[src/rtl/led_wr_arbiter.sv]
// Write-port controller for the 8x8 LED RAM: arbitrates pen/loader writes and runs a clear sweep.
// Optional feature: define LED_ARB_RR_EN for round-robin arbitration (default is pen-over-loader priority).
module led_wr_arbiter #(
  parameter int                ADDR_W   = 3,
  parameter int                DATA_W   = 4,
  parameter logic [DATA_W-1:0] CLR_DATA = 4'b0000
) (
  input  logic              clk,
  input  logic              rst,
  input  logic              clr_start,
  output logic              clr_busy,
  output logic              clr_done,
  input  logic              pen_req,
  input  logic [ADDR_W-1:0] pen_row,
  input  logic [ADDR_W-1:0] pen_col,
  input  logic [DATA_W-1:0] pen_data,
  output logic              pen_gnt,
  input  logic              ld_req,
  input  logic [ADDR_W-1:0] ld_row,
  input  logic [ADDR_W-1:0] ld_col,
  input  logic [DATA_W-1:0] ld_data,
  output logic              ld_gnt,
  output logic              ram_we,
  output logic [ADDR_W-1:0] ram_row,
  output logic [ADDR_W-1:0] ram_col,
  output logic [DATA_W-1:0] ram_wdata,
  output logic [ADDR_W-1:0] last_row,
  output logic [ADDR_W-1:0] last_col
);

  localparam int CNT_W = 2 * ADDR_W;

  typedef enum logic [1:0] {
    ST_IDLE  = 2'd0,
    ST_WRITE = 2'd1,
    ST_CLEAR = 2'd2
  } state_t;

  state_t             state_q, state_d;
  logic [CNT_W-1:0]   cnt_q, cnt_d;
  logic [CNT_W-1:0]   cnt_inc_s;
  logic               ram_we_q, ram_we_d;
  logic [ADDR_W-1:0]  ram_row_q, ram_row_d;
  logic [ADDR_W-1:0]  ram_col_q, ram_col_d;
  logic [DATA_W-1:0]  ram_wdata_q, ram_wdata_d;
  logic               pen_gnt_q, pen_gnt_d;
  logic               ld_gnt_q, ld_gnt_d;
  logic               clr_busy_q, clr_busy_d;
  logic               clr_done_q, clr_done_d;
  logic [ADDR_W-1:0]  last_row_q, last_row_d;
  logic [ADDR_W-1:0]  last_col_q, last_col_d;
  logic               sel_ld_s;
  logic               any_req_s;
  logic [ADDR_W-1:0]  win_row_s;
  logic [ADDR_W-1:0]  win_col_s;
  logic [DATA_W-1:0]  win_data_s;

`ifdef LED_ARB_RR_EN
  // rr_ptr: 0 favours the pen, 1 favours the loader
  logic rr_ptr_q, rr_ptr_d;

  // Winner selection: round-robin when both request
  always_comb begin
    sel_ld_s = ld_req & (~pen_req | rr_ptr_q);
  end
`else
  // Winner selection: pen has fixed priority over the loader
  always_comb begin
    sel_ld_s = ld_req & ~pen_req;
  end
`endif

  // Winner payload mux and sweep counter increment
  always_comb begin
    any_req_s  = pen_req | ld_req;
    win_row_s  = sel_ld_s ? ld_row  : pen_row;
    win_col_s  = sel_ld_s ? ld_col  : pen_col;
    win_data_s = sel_ld_s ? ld_data : pen_data;
    cnt_inc_s  = cnt_q + {{(CNT_W-1){1'b0}}, 1'b1};
  end

  // Next-state and next-output computation
  always_comb begin
    state_d     = state_q;
    cnt_d       = cnt_q;
    ram_we_d    = 1'b0;
    ram_row_d   = ram_row_q;
    ram_col_d   = ram_col_q;
    ram_wdata_d = ram_wdata_q;
    pen_gnt_d   = 1'b0;
    ld_gnt_d    = 1'b0;
    clr_busy_d  = 1'b0;
    clr_done_d  = 1'b0;
    last_row_d  = last_row_q;
    last_col_d  = last_col_q;
`ifdef LED_ARB_RR_EN
    rr_ptr_d    = rr_ptr_q;
`endif
    case (state_q)
      ST_IDLE: begin
        if (clr_start) begin
          state_d     = ST_CLEAR;
          cnt_d       = {CNT_W{1'b0}};
          ram_we_d    = 1'b1;
          ram_row_d   = {ADDR_W{1'b0}};
          ram_col_d   = {ADDR_W{1'b0}};
          ram_wdata_d = CLR_DATA;
          clr_busy_d  = 1'b1;
        end else if (any_req_s && !clr_done_q) begin
          // The clr_done cycle is a turnaround: requests wait one more cycle
          state_d     = ST_WRITE;
          ram_we_d    = 1'b1;
          ram_row_d   = win_row_s;
          ram_col_d   = win_col_s;
          ram_wdata_d = win_data_s;
          pen_gnt_d   = ~sel_ld_s;
          ld_gnt_d    = sel_ld_s;
          last_row_d  = win_row_s;
          last_col_d  = win_col_s;
`ifdef LED_ARB_RR_EN
          rr_ptr_d    = ~sel_ld_s;
`endif
        end else begin
          state_d = ST_IDLE;
        end
      end
      ST_WRITE: begin
        state_d = ST_IDLE;
      end
      ST_CLEAR: begin
        if (cnt_q == {CNT_W{1'b1}}) begin
          state_d    = ST_IDLE;
          clr_done_d = 1'b1;
        end else begin
          cnt_d       = cnt_inc_s;
          ram_we_d    = 1'b1;
          ram_row_d   = cnt_inc_s[CNT_W-1:ADDR_W];
          ram_col_d   = cnt_inc_s[ADDR_W-1:0];
          ram_wdata_d = CLR_DATA;
          clr_busy_d  = 1'b1;
        end
      end
      default: begin
        state_d = ST_IDLE;
      end
    endcase
  end

  // State and output registers with synchronous reset
  always_ff @(posedge clk) begin
    if (rst) begin
      state_q     <= ST_IDLE;
      cnt_q       <= {CNT_W{1'b0}};
      ram_we_q    <= 1'b0;
      ram_row_q   <= {ADDR_W{1'b0}};
      ram_col_q   <= {ADDR_W{1'b0}};
      ram_wdata_q <= {DATA_W{1'b0}};
      pen_gnt_q   <= 1'b0;
      ld_gnt_q    <= 1'b0;
      clr_busy_q  <= 1'b0;
      clr_done_q  <= 1'b0;
      last_row_q  <= {ADDR_W{1'b0}};
      last_col_q  <= {ADDR_W{1'b0}};
`ifdef LED_ARB_RR_EN
      rr_ptr_q    <= 1'b0;
`endif
    end else begin
      state_q     <= state_d;
      cnt_q       <= cnt_d;
      ram_we_q    <= ram_we_d;
      ram_row_q   <= ram_row_d;
      ram_col_q   <= ram_col_d;
      ram_wdata_q <= ram_wdata_d;
      pen_gnt_q   <= pen_gnt_d;
      ld_gnt_q    <= ld_gnt_d;
      clr_busy_q  <= clr_busy_d;
      clr_done_q  <= clr_done_d;
      last_row_q  <= last_row_d;
      last_col_q  <= last_col_d;
`ifdef LED_ARB_RR_EN
      rr_ptr_q    <= rr_ptr_d;
`endif
    end
  end

  assign ram_we    = ram_we_q;
  assign ram_row   = ram_row_q;
  assign ram_col   = ram_col_q;
  assign ram_wdata = ram_wdata_q;
  assign pen_gnt   = pen_gnt_q;
  assign ld_gnt    = ld_gnt_q;
  assign clr_busy  = clr_busy_q;
  assign clr_done  = clr_done_q;
  assign last_row  = last_row_q;
  assign last_col  = last_col_q;

endmodule

[config.mk]
export PLATFORM = sky130hd
export DESIGN_NAME = led_wr_arbiter
export DESIGN_NICKNAME = d
export VERILOG_FILES = /design/src/rtl/led_wr_arbiter.sv
export SDC_FILE = /design/constraint.sdc
export NUM_CORES = 1
export LEC_CHECK = 0
export ABC_AREA = 1
export BUFFER_PORTS_ARGS = -buffer_cell sky130_fd_sc_hd__clkbuf_2
export CAP_MARGIN = 20
export CORE_MARGIN = 1.5
export CORE_UTILIZATION = 50
export DETAILED_ROUTE_END_ITERATION = 12
export PLACE_DENSITY = 0.78
export SETUP_SLACK_MARGIN = 0.3
export SLEW_MARGIN = 0
export SYNTH_ARGS = -nofsm -noshare
export SYNTH_HDL_FRONTEND = slang
export SYNTH_SLANG_ARGS = --single-unit
[constraint.sdc]
create_clock -name clk -period 1.6 [get_ports clk]
set_input_delay 0.48 -clock clk [delete_from_list [all_inputs] [get_ports clk]]
set_output_delay 0.48 -clock clk [all_outputs]
set_load 0.05 [all_outputs]
# Yosys cells after proc, flatten, opt, wreduce, memory -nomap -nowiden
# Index checks and enable logic that the tools add are counted.
# classes
add_sub_neg,1
multipliers,0
div_mod_pow,0
n_lt_le_gt_ge,0
eq_ne,6
n_shift,0
mux,29
bitwise_logic,8
n_reduce_logical,9
# ops
operator,n
2-to-1 mux 3 bit,8
2-to-1 mux 4 bit,4
2-to-1 mux 6 bit,2
one-hot mux 3 bit (2 select lines),2
one-hot mux 6 bit (2 select lines),1
AND reduction 3 bit,3
one-hot mux 4 bit (2 select lines),1
adder 6 x 1 -> 6 bit (second input constant),1
equality test 6 bit (second input constant),1
2-to-1 mux 1 bit,6
inequality test 2 bit (second input constant),3
NOT 1 bit,6
2-to-1 mux 2 bit,2
one-hot mux 1 bit (2 select lines),2
one-hot mux 2 bit (2 select lines),1
OR reduction 4 bit,1
inequality test 3 bit (second input constant),1
equality test 2 bit (second input constant),1
zero test 2 bit,1
nonzero test 2 bit,1
OR reduction 2 bit,1
bitwise AND 1 bit,1
logical AND 1 bit,1
zero test 1 bit,1
OR 1 bit,1
# totals
reg_bits,29
latchBits,0
ramBits,0
rom_bits,0
inputBits,25
output_inout_bits,21
word_cells,65
memories,0

# Logic depth before layout (Yosys ltp)
# depth
depth_word,6
mapped_depth,10
mapped_depth_nobuf,9

# Worst setup path before layout
# OpenSTA, ideal clock, no wires.
# synth_timing
path_type,reg-to-reg
startpoint,"register clr_done_q, in the netlist clr_done"
endpoint,"register ram_col_q[0], in the netlist ram_col[0]"
setup_time_ns,0.113
arrival_ns,1.305
t_required_ns,1.487
slack_ns,0.182
path_stages_with_launch,9
path_buffers,1
synth_period_minus_slack_ns,1.418
path_cell_list,dfxtp_1 > inv_1 > o21ai_2 > nand2_1 > nand3_4 > buf_12 > nand2_1 > nand2_1 > nor2_1
# synth_between
elab_chain_len,4
# synth_rtl
element,line,source
start: declaration,49,"logic clr_done_q, clr_done_d;"
start signal: assignment,177,clr_done_q <= clr_done_d;
zero test 1 bit,109,end else if (any_req_s && !clr_done_q) begin
logical AND 1 bit,109,
inequality test 3 bit (no line),n/a,
AND reduction 3 bit (no line),n/a,
end signal: assignment,156,ram_col_q <= {ADDR_W{1'b0}};
end signal: assignment,172,ram_col_q <= ram_col_d;
end: declaration,44,"logic [ADDR_W-1:0] ram_col_q, ram_col_d;"
# No other way between the ends.
# A chain may end at the register's enable or synchronous reset.

# Worst setup path after layout
# layout_timing
startpoint,"register last_row_q[2], in the netlist last_row[2]"
endpoint,output last_row[2]
# layout_lines
element,line,source
start: declaration,50,"logic [ADDR_W-1:0] last_row_q, last_row_d;"
start signal: assignment,162,last_row_q <= {ADDR_W{1'b0}};
start signal: assignment,178,last_row_q <= last_row_d;
end: declaration,27,"output logic [ADDR_W-1:0] last_row,"
# No word-level cell between the ends.

==> results.yml <==
global_route:
  grt_usage: 0.259
  met3_usage: 0.0737
  grt_max_degree: 18
  grt_pass1_wl_mm: 6.35
  grtUsageMet1: 0.324
  grt_pass1_vias: 1386
  gr-max-usage-layer: "met2"
  grt_util_met2: 0.424
  antenna_found_initial: 0
  grt-ovfl-total: 0
floorplanning:
  pin_count: 46
  core_area_um2: 2760
  die_w_um: 56.8
  dieHeight_um: 56.8
  initial_core_util: 0.525
  num_rows: 19
  dieArea_um2: 3220
clocking:
  root_buffer: "clkbuf_4"
  h-tree-depth: 2
  insertion_delay_ps: 330
  numClockSinks: 29
  clkTransAtPathRegs_ps: 100
  tritoncts: "done"
  cts_made_buffers: 5
  clk_path_buf_depth: 2
finish:
  n_antenna_cell: 0
  fin_area_um2: 2250
  syn_to_final_growth_pct: 55.3
  finalNetCount: 303
  drive_above_1_share: 0.453
drt:
  wirelength_mm: 4.35
  viasPerCell: 5.06
  postRouteAntennaNets: 0
  vias: 1563
  drcViolationCount: 0
  drtPass1Iterations: 4
  drt-initial-drc-count: 62
  post_drt_wl_per_cell_um: 14.1
worst_setup_path:
  required_ps: 1120
  critPathBufInv: 1
  end_kind: "primary output"
  cp-start-kind: "flip-flop"
  path_max_fanout: 2
  max_stage_delay_ps: 370
  path_class: "reg -> out"
  crit_chain: "clkbuf_16"
  cp_slowest_cell: "dfxtp_2"
  arrival_ps: 870
  critPathTopFamily: "flip-flops"
timing:
  slew_headroom: 0.803
  tns_ps: 0
  timing.final.crit_share: 0.843
  setup_viol: 0
  fin_skew_ps: 6.33
  rsz0062_at_grt: "yes"
  period_minus_slack_ps: 1350
  final_max_slew_viol_count: 0
  max_freq_mhz: 742
  finalHoldViolCount: 0
  worstMarginPinSlew_ps: 293
placed_design:
  port_buffers: 45
  postPlaceCellArea_um2: 1700
  gp_congestion: 0.849
  hpwl_mm: 2.46
power_and_ir_drop:
  p_leak_uw: 0.00112
  power_density_nw_per_um2: 970
  peakVddDrop_uv: 1040
yosys:
  yosysTopAreaCellShare: 0.401
  ys.flop_type: "dfxtp_1"
  synth_edf_count: 0
  yosysWarnings: 0
  ys_seq_area_frac: 0.401
  synthCells: 221
  synth_area_leaders: "dfxtp_1 (40%), nand2_1 (17%), nor2_1 (14%)"
  synth.most_common_cell: "nand2_1"
  synth_fp_nets: 247
  syn_avg_cell_area_um2: 6.54
  synth_area_um2: 1450
  async_reset_ff_frac: 0
  synth_cell_types: 23
  synth_seq_cells: 29
  ys_top_cells_by_count: "nand2_1 (66), nor2_1 (53), dfxtp_1 (29), inv_1 (21), o21ai_0 (13)"
  synth_top_area_cell: "dfxtp_1"
run_status:
  status: "finished, final reports clean"
hold_path:
  hp-class: "in -> reg"
run:
  maxCapViolations: 0
==> flip-flops by register name, summed over array words and instances, names as in the netlist, 2 cells and up <==
name and count:
cnt_q 6, state_q 2, last_col 3, ram_wdata 4
ram_row 3, ram_col 3, last_row 3
==> power by group <==
group	switching [µW]	internal, µW	total, µW
Combinational	407	282	689
Clock	266	373	639
Sequential	60.1	792	852
==> through the flow <==
stage               power, µW  hold WS (ps)   util  cells  worst slack (ps)
floorplan                1210           478      -    221               305
global placement         1320           473  0.618    294               151
detailed placement       1330           480  0.618    294              99.7
CTS                      2070           481  0.754    303               255
global route             2270           494  0.814    309               220
finish                   2180           489  0.814    309               252
==> layout by cell type (no fill, tap or decap), types with 6 or more instances in the layout <==
cell      instances
clkbuf_2         24
nand2_1          56
buf_4             6
nor2_2           10
nor2_1           48
buf_8            16
inv_1            19
nand2_2           9
dfxtp_2          25
o21ai_0          10
==> per-layer routing <==
metal / share of wire / routed length (µm)
met5: 0 / 0
met2: 0.50 / 2170
met1: 0.40 / 1760
met4: 0.037 / 161
met3: 0.060 / 260
==> what timing repair did <==
item                                    4_1_cts  5_1_grt
hold buffers                                  0        0
gates resized for setup                      71       53
buffers inserted                              0        6
endpoints found under the setup margin       36       48
pin swaps                                     1       12
gates cloned                                  1        0
==> worst paths after layout <==
check / from / end / slack [ps] / cells after the start
worst max-delay path: last_row[2]$_SDFFE_PP0P_ / last_row[2] / 250 / 1
worst min-delay path: rst / cnt_q[4]$_SDFFE_PP0P_ / 490 / 3
worst max register to register: cnt_q[1]$_SDFFE_PP0P_ / ram_wdata[3]$_SDFFE_PP0P_ / 280 / 8
worst min register to register: cnt_q[4]$_SDFFE_PP0P_ / cnt_q[4]$_SDFFE_PP0P_ / 510 / 2
==> cell families (layout without fill, tap and decap cells) <==
logic type	count (synthesis)	count (layout)	share of synthesized area
simple gates	142	143	0.426
buf+inv	31	87	0.0943
flops	29	29	0.401
compound gates	18	18	0.0692
fa+ha+maj	1	1	0.00865
==> cell type report <==
cell class | count | area [µm²]
multi-input combinational | 162 | 831
tap | 31 | 38.8
timing repair buffer | 54 | 573
clock inverter | 1 | 30.0
clock buffer | 7 | 55.1
sequential | 29 | 619
inverter | 25 | 98.8
fill | 179 | 512
Note: power is estimated with default switching activity, not from simulation.
